[config.mk]
export PLATFORM = sky130hd
export DESIGN_NAME = ofm_writer
export DESIGN_NICKNAME = d
export VERILOG_FILES = /design/src/rtl/ofm_writer.sv
export SDC_FILE = /design/constraint.sdc
export NUM_CORES = 1
export LEC_CHECK = 0
export CAP_MARGIN = 20
export CORE_MARGIN = 2
export CORE_UTILIZATION = 46
export CTS_CLUSTER_DIAMETER = 50
export DETAILED_ROUTE_END_ITERATION = 12
export GPL_ROUTABILITY_DRIVEN = 0
export PLACE_DENSITY = 0.68
export SYNTH_ARGS = -nofsm -noshare
export SYNTH_HDL_FRONTEND = slang
export SYNTH_SLANG_ARGS = --single-unit
[constraint.sdc]
create_clock -name clk -period 3.6 [get_ports clk]
set_clock_uncertainty 0.2 [all_clocks]
set_input_delay 0.72 -clock clk [delete_from_list [all_inputs] [get_ports clk]]
set_output_delay 0.72 -clock clk [all_outputs]
set_load 0.05 [all_outputs]
[src/rtl/ofm_writer.sv]
// ofm_writer: packs the 8-bit OFM stream into 32-bit words, queues them in a
// small FIFO and writes them to consecutive word addresses. The final partial
// word carries byte strobes, and done pulses once the job has fully drained.
module ofm_writer #(
    parameter int OFM_WIDTH  = 8,
    parameter int WORD_WIDTH = 32,
    parameter int FIFO_DEPTH = 4,
    parameter int ADDR_WIDTH = 16,
    localparam int LANES     = WORD_WIDTH / OFM_WIDTH
) (
    input  logic                  clk,
    input  logic                  rst_n,
    input  logic                  start,
    input  logic [ADDR_WIDTH-1:0] base_addr,
    input  logic [ADDR_WIDTH-1:0] num_pixels,
    input  logic                  ofm_valid,
    input  logic [OFM_WIDTH-1:0]  ofm_data,
    output logic                  ofm_ready,
    output logic                  mem_valid,
    input  logic                  mem_ready,
    output logic [ADDR_WIDTH-1:0] mem_addr,
    output logic [WORD_WIDTH-1:0] mem_data,
    output logic [LANES-1:0]      mem_strb,
    output logic                  busy,
    output logic                  done
);

    localparam int LANE_W = (LANES > 1) ? $clog2(LANES) : 1;
    localparam int PTR_W  = (FIFO_DEPTH > 1) ? $clog2(FIFO_DEPTH) : 1;

    typedef enum logic [1:0] {
        S_IDLE,
        S_PACK,
        S_DRAIN,
        S_DONE
    } state_t;

    state_t                state;
    logic [ADDR_WIDTH-1:0] remaining;
    logic [ADDR_WIDTH-1:0] wr_addr;
    logic [LANE_W-1:0]     lane;
    logic [WORD_WIDTH-1:0] pack_data;
    logic [LANES-1:0]      pack_strb;
    logic [WORD_WIDTH-1:0] next_data;
    logic [LANES-1:0]      next_strb;

    logic [ADDR_WIDTH-1:0] fifo_addr [FIFO_DEPTH];
    logic [WORD_WIDTH-1:0] fifo_data [FIFO_DEPTH];
    logic [LANES-1:0]      fifo_strb [FIFO_DEPTH];
    logic [PTR_W-1:0]      rd_ptr;
    logic [PTR_W-1:0]      wr_ptr;
    logic [PTR_W:0]        count;

    logic fifo_full;
    logic fifo_empty;
    logic accept;
    logic last_value;
    logic push;
    logic pop;

    assign fifo_full  = (count == (PTR_W + 1)'(FIFO_DEPTH));
    assign fifo_empty = (count == '0);
    assign ofm_ready  = (state == S_PACK) && !fifo_full;
    assign accept     = ofm_valid && ofm_ready;
    assign last_value = (remaining == ADDR_WIDTH'(1));
    assign push       = accept && ((lane == LANE_W'(LANES - 1)) || last_value);
    assign pop        = mem_valid && mem_ready;

    assign mem_valid = !fifo_empty;
    assign mem_addr  = mem_valid ? fifo_addr[rd_ptr] : '0;
    assign mem_data  = mem_valid ? fifo_data[rd_ptr] : '0;
    assign mem_strb  = mem_valid ? fifo_strb[rd_ptr] : '0;
    assign busy      = (state != S_IDLE);
    assign done      = (state == S_DONE);

    // Merge the incoming value into the current lane of the pack register.
    always_comb begin
        next_data = pack_data;
        next_strb = pack_strb;
        next_data[lane * OFM_WIDTH +: OFM_WIDTH] = ofm_data;
        next_strb[lane] = 1'b1;
    end

    // Job sequencing, lane packing and address generation.
    always_ff @(posedge clk or negedge rst_n) begin
        if (!rst_n) begin
            state     <= S_IDLE;
            remaining <= '0;
            wr_addr   <= '0;
            lane      <= '0;
            pack_data <= '0;
            pack_strb <= '0;
        end else begin
            case (state)
                S_IDLE: begin
                    if (start) begin
                        remaining <= num_pixels;
                        wr_addr   <= base_addr;
                        lane      <= '0;
                        pack_data <= '0;
                        pack_strb <= '0;
                        state     <= (num_pixels != '0) ? S_PACK : S_DONE;
                    end
                end
                S_PACK: begin
                    if (accept) begin
                        remaining <= remaining - ADDR_WIDTH'(1);
                        if (push) begin
                            pack_data <= '0;
                            pack_strb <= '0;
                            lane      <= '0;
                            wr_addr   <= wr_addr + ADDR_WIDTH'(1);
                        end else begin
                            pack_data <= next_data;
                            pack_strb <= next_strb;
                            lane      <= lane + LANE_W'(1);
                        end
                        if (last_value) begin
                            state <= S_DRAIN;
                        end
                    end
                end
                S_DRAIN: begin
                    if (fifo_empty || (count == (PTR_W + 1)'(1) && pop)) begin
                        state <= S_DONE;
                    end
                end
                S_DONE: begin
                    state <= S_IDLE;
                end
                default: begin
                    state <= S_IDLE;
                end
            endcase
        end
    end

    // FIFO pointers and occupancy; reset discards any queued words.
    always_ff @(posedge clk or negedge rst_n) begin
        if (!rst_n) begin
            rd_ptr <= '0;
            wr_ptr <= '0;
            count  <= '0;
        end else begin
            if (push) begin
                wr_ptr <= wr_ptr + PTR_W'(1);
            end
            if (pop) begin
                rd_ptr <= rd_ptr + PTR_W'(1);
            end
            if (push && !pop) begin
                count <= count + (PTR_W + 1)'(1);
            end else if (pop && !push) begin
                count <= count - (PTR_W + 1)'(1);
            end
        end
    end

    // FIFO storage; the word written is the pack register with the new value merged in.
    always_ff @(posedge clk) begin
        if (push) begin
            fifo_addr[wr_ptr] <= wr_addr;
            fifo_data[wr_ptr] <= next_data;
            fifo_strb[wr_ptr] <= next_strb;
        end
    end

endmodule

# == After elaboration in Yosys (flattened, before gate mapping) ==
# Memory sizes are Yosys's and may differ from the RTL's.
# Index checks and enable logic that the tools add are counted.
# word_totals
mem_count,3
wordCells,95
ramBits,208
reg_bits,79
output_inout_bits,56
inputBits,45
# op_classes
mux,35
add_sub_neg,8
n_lt_le_gt_ge,2
eq_ne,12
n_bitwise,1
shifts,2
reduce_logical,23
# memory_table
name,words,word_bits,rd,rd_ports_with_merged_regs,wr,line,source
fifo_data,4,32,1,0,1,48,logic [WORD_WIDTH-1:0] fifo_data [FIFO_DEPTH];
fifo_addr,4,16,1,0,1,47,logic [ADDR_WIDTH-1:0] fifo_addr [FIFO_DEPTH];
fifo_strb,4,4,1,0,1,49,logic [LANES-1:0] fifo_strb [FIFO_DEPTH];
# ops
operator,count
$mux W32,4
$mux W16,6
$pmux W16 S2,2
$pmux W32 S2,1
$neg A5 Y34,1
$shift A8 B34 Y32 const A,1
$shiftx A8 B34 Y32,1
$bwmux W32,1
$add A16 B1 Y16 const B,1
$eq A16 B1 Y1 const B,1
$mux W2,8
$mux W4,4
$reduce_bool A16 Y1,1
$sub A16 B1 Y16 const B,1
$ne A2 B2 Y1 const B,5
$logic_and A1 B1 Y1,8
$pmux W2 S4,1
$pmux W4 S2,1
$reduce_and A4 Y1,2
$add A2 B1 Y2 const B,3
$eq A2 B2 Y1 const B,3
$mux W3,2
$reduce_bool A2 Y1,3
$logic_not A1 Y1,4
15 further kinds,18

# == Depth between registers and ports, before layout ==
# Gate-level depths: netlist of the first run.
# depth
ltp_word,9
ltp_mapped,11
depth_no_buf,9

# == Worst setup path after synthesis of the first run ==
# OpenSTA, ideal clock, no wires.
# synth_path
path_kind,reg-to-reg
start,register state[1]
end,memory fifo_addr[0][0] (enable)
setup_ns,0.415
period_less_slack_ns,4.462
required_ns,2.985
n_path_buf,2
arrival_time_ns,3.847
setup_slack_ns,-0.862
stages_incl_launch_ff,9
path_cell_list,dfrtp_1 inv_1 ha_1 buf_2 a21boi_0 nand2_1 a21oi_1 buf_2 and2_1
# synth_between
elab_chain_cells,6
# synth_lines
element,line,source
from (decl),38,state_t state;
from (signal assigned),102,state <= (num_pixels != '0) ? S_PACK : S_DONE;
$eq A2 B1 Y1,63,assign ofm_ready = (state == S_PACK) && !fifo_full;
$logic_and A1 B1 Y1,63,
via ofm_ready,18,"output logic ofm_ready,"
$logic_and A1 B1 Y1,64,assign accept = ofm_valid && ofm_ready;
$logic_and A1 B1 Y1,66,assign push = accept && ((lane == LANE_W'(LANES - 1)) || last_value);
via push,58,logic push;
$mux W1,161,if (push) begin
$mux W1 (implied by the code),162,fifo_addr[wr_ptr] <= wr_addr;
to (decl),47,
# The timed path passes the listed nets, and every way through them passes these cells.

# == Worst setup path after layout of the first run ==
# layout_path
start,register rd_ptr[0]
end,output mem_data[7]
# layout_between
elab_chain_cells,2
# layout_lines
element,line,source
from (decl),50,logic [PTR_W-1:0] rd_ptr;
from (signal assigned),149,rd_ptr <= rd_ptr + PTR_W'(1);
$mem_v2 Z4 W32,n/a,
$mux W32,71,assign mem_data = mem_valid ? fifo_data[rd_ptr] : '0;
to (decl),22,"output logic [WORD_WIDTH-1:0] mem_data,"
# Every way passes these cells.

==> results of run 1 <==
==> metrics by stage <==
step | area, um2 | setup WS (ns) | hold slack, ns
floorplan | 12600 | 0.101 | 0.224
global placement | 14100 | 0.528 | 0.270
detailed placement | 14100 | 0.480 | 0.284
CTS | 15100 | 0.00850 | 0.107
global route | 15100 | 0.0596 | 0.134
finish | 15100 | 0.206 | 0.0658
==> Yosys cell counts, drive strengths merged, types with 3 or more instances <==
master	number	area share, %
or2	4	0.20
xnor2	4	0.28
nor2b	3	0.15
clkbuf	37	1.1
or4	5	0.30
and2	58	2.9
a22oi	11	0.65
a21oi	43	1.7
buf	14	0.53
o21ai	59	2.3
nand2b	4	0.20
o22ai	3	0.15
mux4	52	9.3
ha	24	2.4
a21o	3	0.18
nor3	12	0.48
nand3	12	0.48
nand4	8	0.40
nor4	9	0.55
inv	50	1.5
edfxtp	208	49
o211a	24	1.9
a222oi	3	0.24
nor4b	4	0.28
and4	4	0.28
or3	3	0.15
nor2	18	0.54
nand2	105	3.1
mux2i	5	0.40
dfrtp	79	16
==> cell type report <==
type	instances	area share (%)
Timing Repair Buffer	131	8.16
Clock inverter	16	1.12
Multi-Input combinational cell	513	26.6
Clock buffer	40	5.50
Inverter	50	1.24
Sequential cell	287	54.5
Tap cell	341	2.83
==> sequential cells by signal, summed over array words and instances (netlist names) <==
signal	cells
wr_ptr	2
rd_ptr	2
pack_data	32
wr_addr	16
fifo_data	128
pack_strb	4
fifo_addr	64
count	3
remaining	16
fifo_strb	16
lane	2
state	2
==> how the worst min path moves through the flow <==
stage / slack [ns] / cells past startpoint / to
6_report: 0.07 / 1 / remaining[13]$_DFFE_PN0P_
5_1_grt: 0.13 / 1 / remaining[14]$_DFFE_PN0P_
3_3_place_gp: 0.27 / 2 / pack_strb[2]$_DFFE_PN0P_
4_1_cts: 0.11 / 1 / remaining[12]$_DFFE_PN0P_
2_1_floorplan: 0.22 / 0 / count[0]$_DFFE_PN0P_
3_5_place_dp: 0.28 / 2 / pack_strb[2]$_DFFE_PN0P_
==> critical path: stages, from the launching register on <==
cell,delay (ns)
dfrtp_4,0.53
buf_4,0.43
mux4_2,0.55
and2_1,0.20
buf_4,0.20
==> cell families (layout without fill, tap and decap cells) <==
logic type | count (synthesis) | after routing | share of synthesized area, %
XOR/XNOR | 6 | 6 | 0.416
adder cells (fa/ha/maj) | 24 | 24 | 2.38
multiplexers | 58 | 58 | 9.77
flip-flops | 287 | 287 | 65.2
buffers and inverters | 101 | 237 | 3.11
AO/OA/AOI/OAI | 169 | 169 | 8.70
AND/OR/NAND/NOR | 256 | 256 | 10.5
==> metal layers <==
layer	up-vias	global-route usage [%]	wire, um
met5	-	0	0
met4	0	4.46	444
met3	37	2.78	1490
met2	216	31.7	13200
met1	3918	27.1	12100
li1	3593	-	-
==> power by group <==
group | total (mW) | switching [mW] | internal (mW)
logic | 5.30 | 3.39 | 1.91
registers | 4.56 | 0.246 | 4.32
clock network | 3.07 | 1.23 | 1.84
total | 12.9 | 4.87 | 8.07
==> reports/results.tsv, run 1 <==
stage	metric	value	unit
status	outcome	finished clean	
layout	num-fill-cells	2157	
critical_path	endpoint	mem_data[7]	
critical_path	r2r-start	remaining[1]$_DFFE_PN0P_	
die	pin_count	101	
die	rows	60	
die	die_h	170	um
global_routing	grt_pass1_vias	7655	
clock_tree	root_buffer	clkbuf_16	
detailed_routing	detail-route-antenna-nets	0	
sta	hold_viol	0	
layout	layout.cells.non_filler	1378	
sta	fin_setup_tns	0	ns
detailed_routing	dr.pass1.iters	5	
sta	min_period_over_period	94.3	%
clock_tree	ctsResizeCount	20	
critical_path	reg2reg_slack	0.63	ns
place	dp_cells	1322	
critical_path	cp_max_fo	21	
power_and_ir_drop	powerDensity	858	nW/um2
die	die_w	170	um
yosys	synth_edf_count	208	
yosys	yosys.cell_types.count	58	
layout	n_antenna_cell	0	
worst_hold_path	worstHoldPathType	primary input to async pin	
clock_tree	clk_path_buf_depth	3	
detailed_routing	drt_iter0_drc	700	
yosys	synth_area	12600	um2
die	initial_core_util	46.8	%
clock_tree	post_cts.repair.setup_buffers	0	
yosys	async_reset_ff_share	27.5	%
sta	grt_setup_unrepaired	false	
layout	fin_util	56.0	%
global_routing	grt_overflow	0	
clock_tree	cts_hold_buf	0	
yosys	synth_seq_area_share	65.2	%
sta	setup_viol	0	
layout	mostFrequentLayoutCell	edfxtp_1	
sta	drv_slew	0	
critical_path	crit_arrival	2.47	ns
yosys	synthesis.instances	901	
power_and_ir_drop	total_power	12.9	mW
clock_tree	cts_buffers	31	
sta	tightest_slew	0.836	ns
layout	layout_common_cells	208 x edfxtp_1, 105 x nand2_1, 77 x dfrtp_1, 55 x o21ai_0, 54 x and2_1	
critical_path	worstReg2RegEnd	fifo_addr[0][13]$_DFFE_PP_	
layout	areaGrowthSynthToFinish	19.6	%
clock_tree	path_clk_slew	0.06	ns
clock_tree	clk-insertion-delay-late	0.54	ns
yosys	ys_warn_count	0	
clock_tree	htree_levels	1	
sta	relSlewSlack	44.3	%
yosys	ys.flop_type	edfxtp_1	
run	max-cap-violations	0	
global_routing	grt_pass1_wl	42.7	mm
critical_path	cp-startpoint	rd_ptr[0]$_DFFE_PN0P_	
layout	seq_area	8230	um2
detailed_routing	vias	7764	
yosys	syn_nets	970	
die	dieArea	28800	um2
yosys	syn_avg_cell_area	14.0	um2
layout	multiInputGateArea	4020	um2
global_routing	antenna_found_initial	0	
sta	fmaxAchievable	295	MHz
layout	layout-drive-gt1-share	16.9	%
place	io_buffers	100	
critical_path	critPathKind	register to output port	
detailed_routing	wl_per_cell	19.7	um
power_and_ir_drop	ir_drop	326	uV
power_and_ir_drop	power.static_leakage	5.61	nW
clock_tree	cts_sinks	287	
critical_path	start_kind	register	
die	coreArea	27000	um2
clock_tree	cts_tree	built	
yosys	synth-seq-cells	287	
detailed_routing	drc	0	
global_routing	gr-usage-all-layers	19.2	%
global_routing	grt_max_degree	62	
sta	fin_crit	3.39	ns
critical_path	endpoint_kind	output port	
detailed_routing	drt-total-wl	27.2	mm
detailed_routing	routed_via_density	5.63	
critical_path	reg2reg_depth	8	
layout	nets	1083	
place	dp_hpwl	17.7	mm
critical_path	required	2.68	ns
(Power assumes the default switching activity.)
==> run 2, diff against run 1 <==
GPL_TIMING_DRIVEN = 1   (was unset)
==> results of run 2 <==
No change in the layout: final DEF, timing and power equal those of run 1.
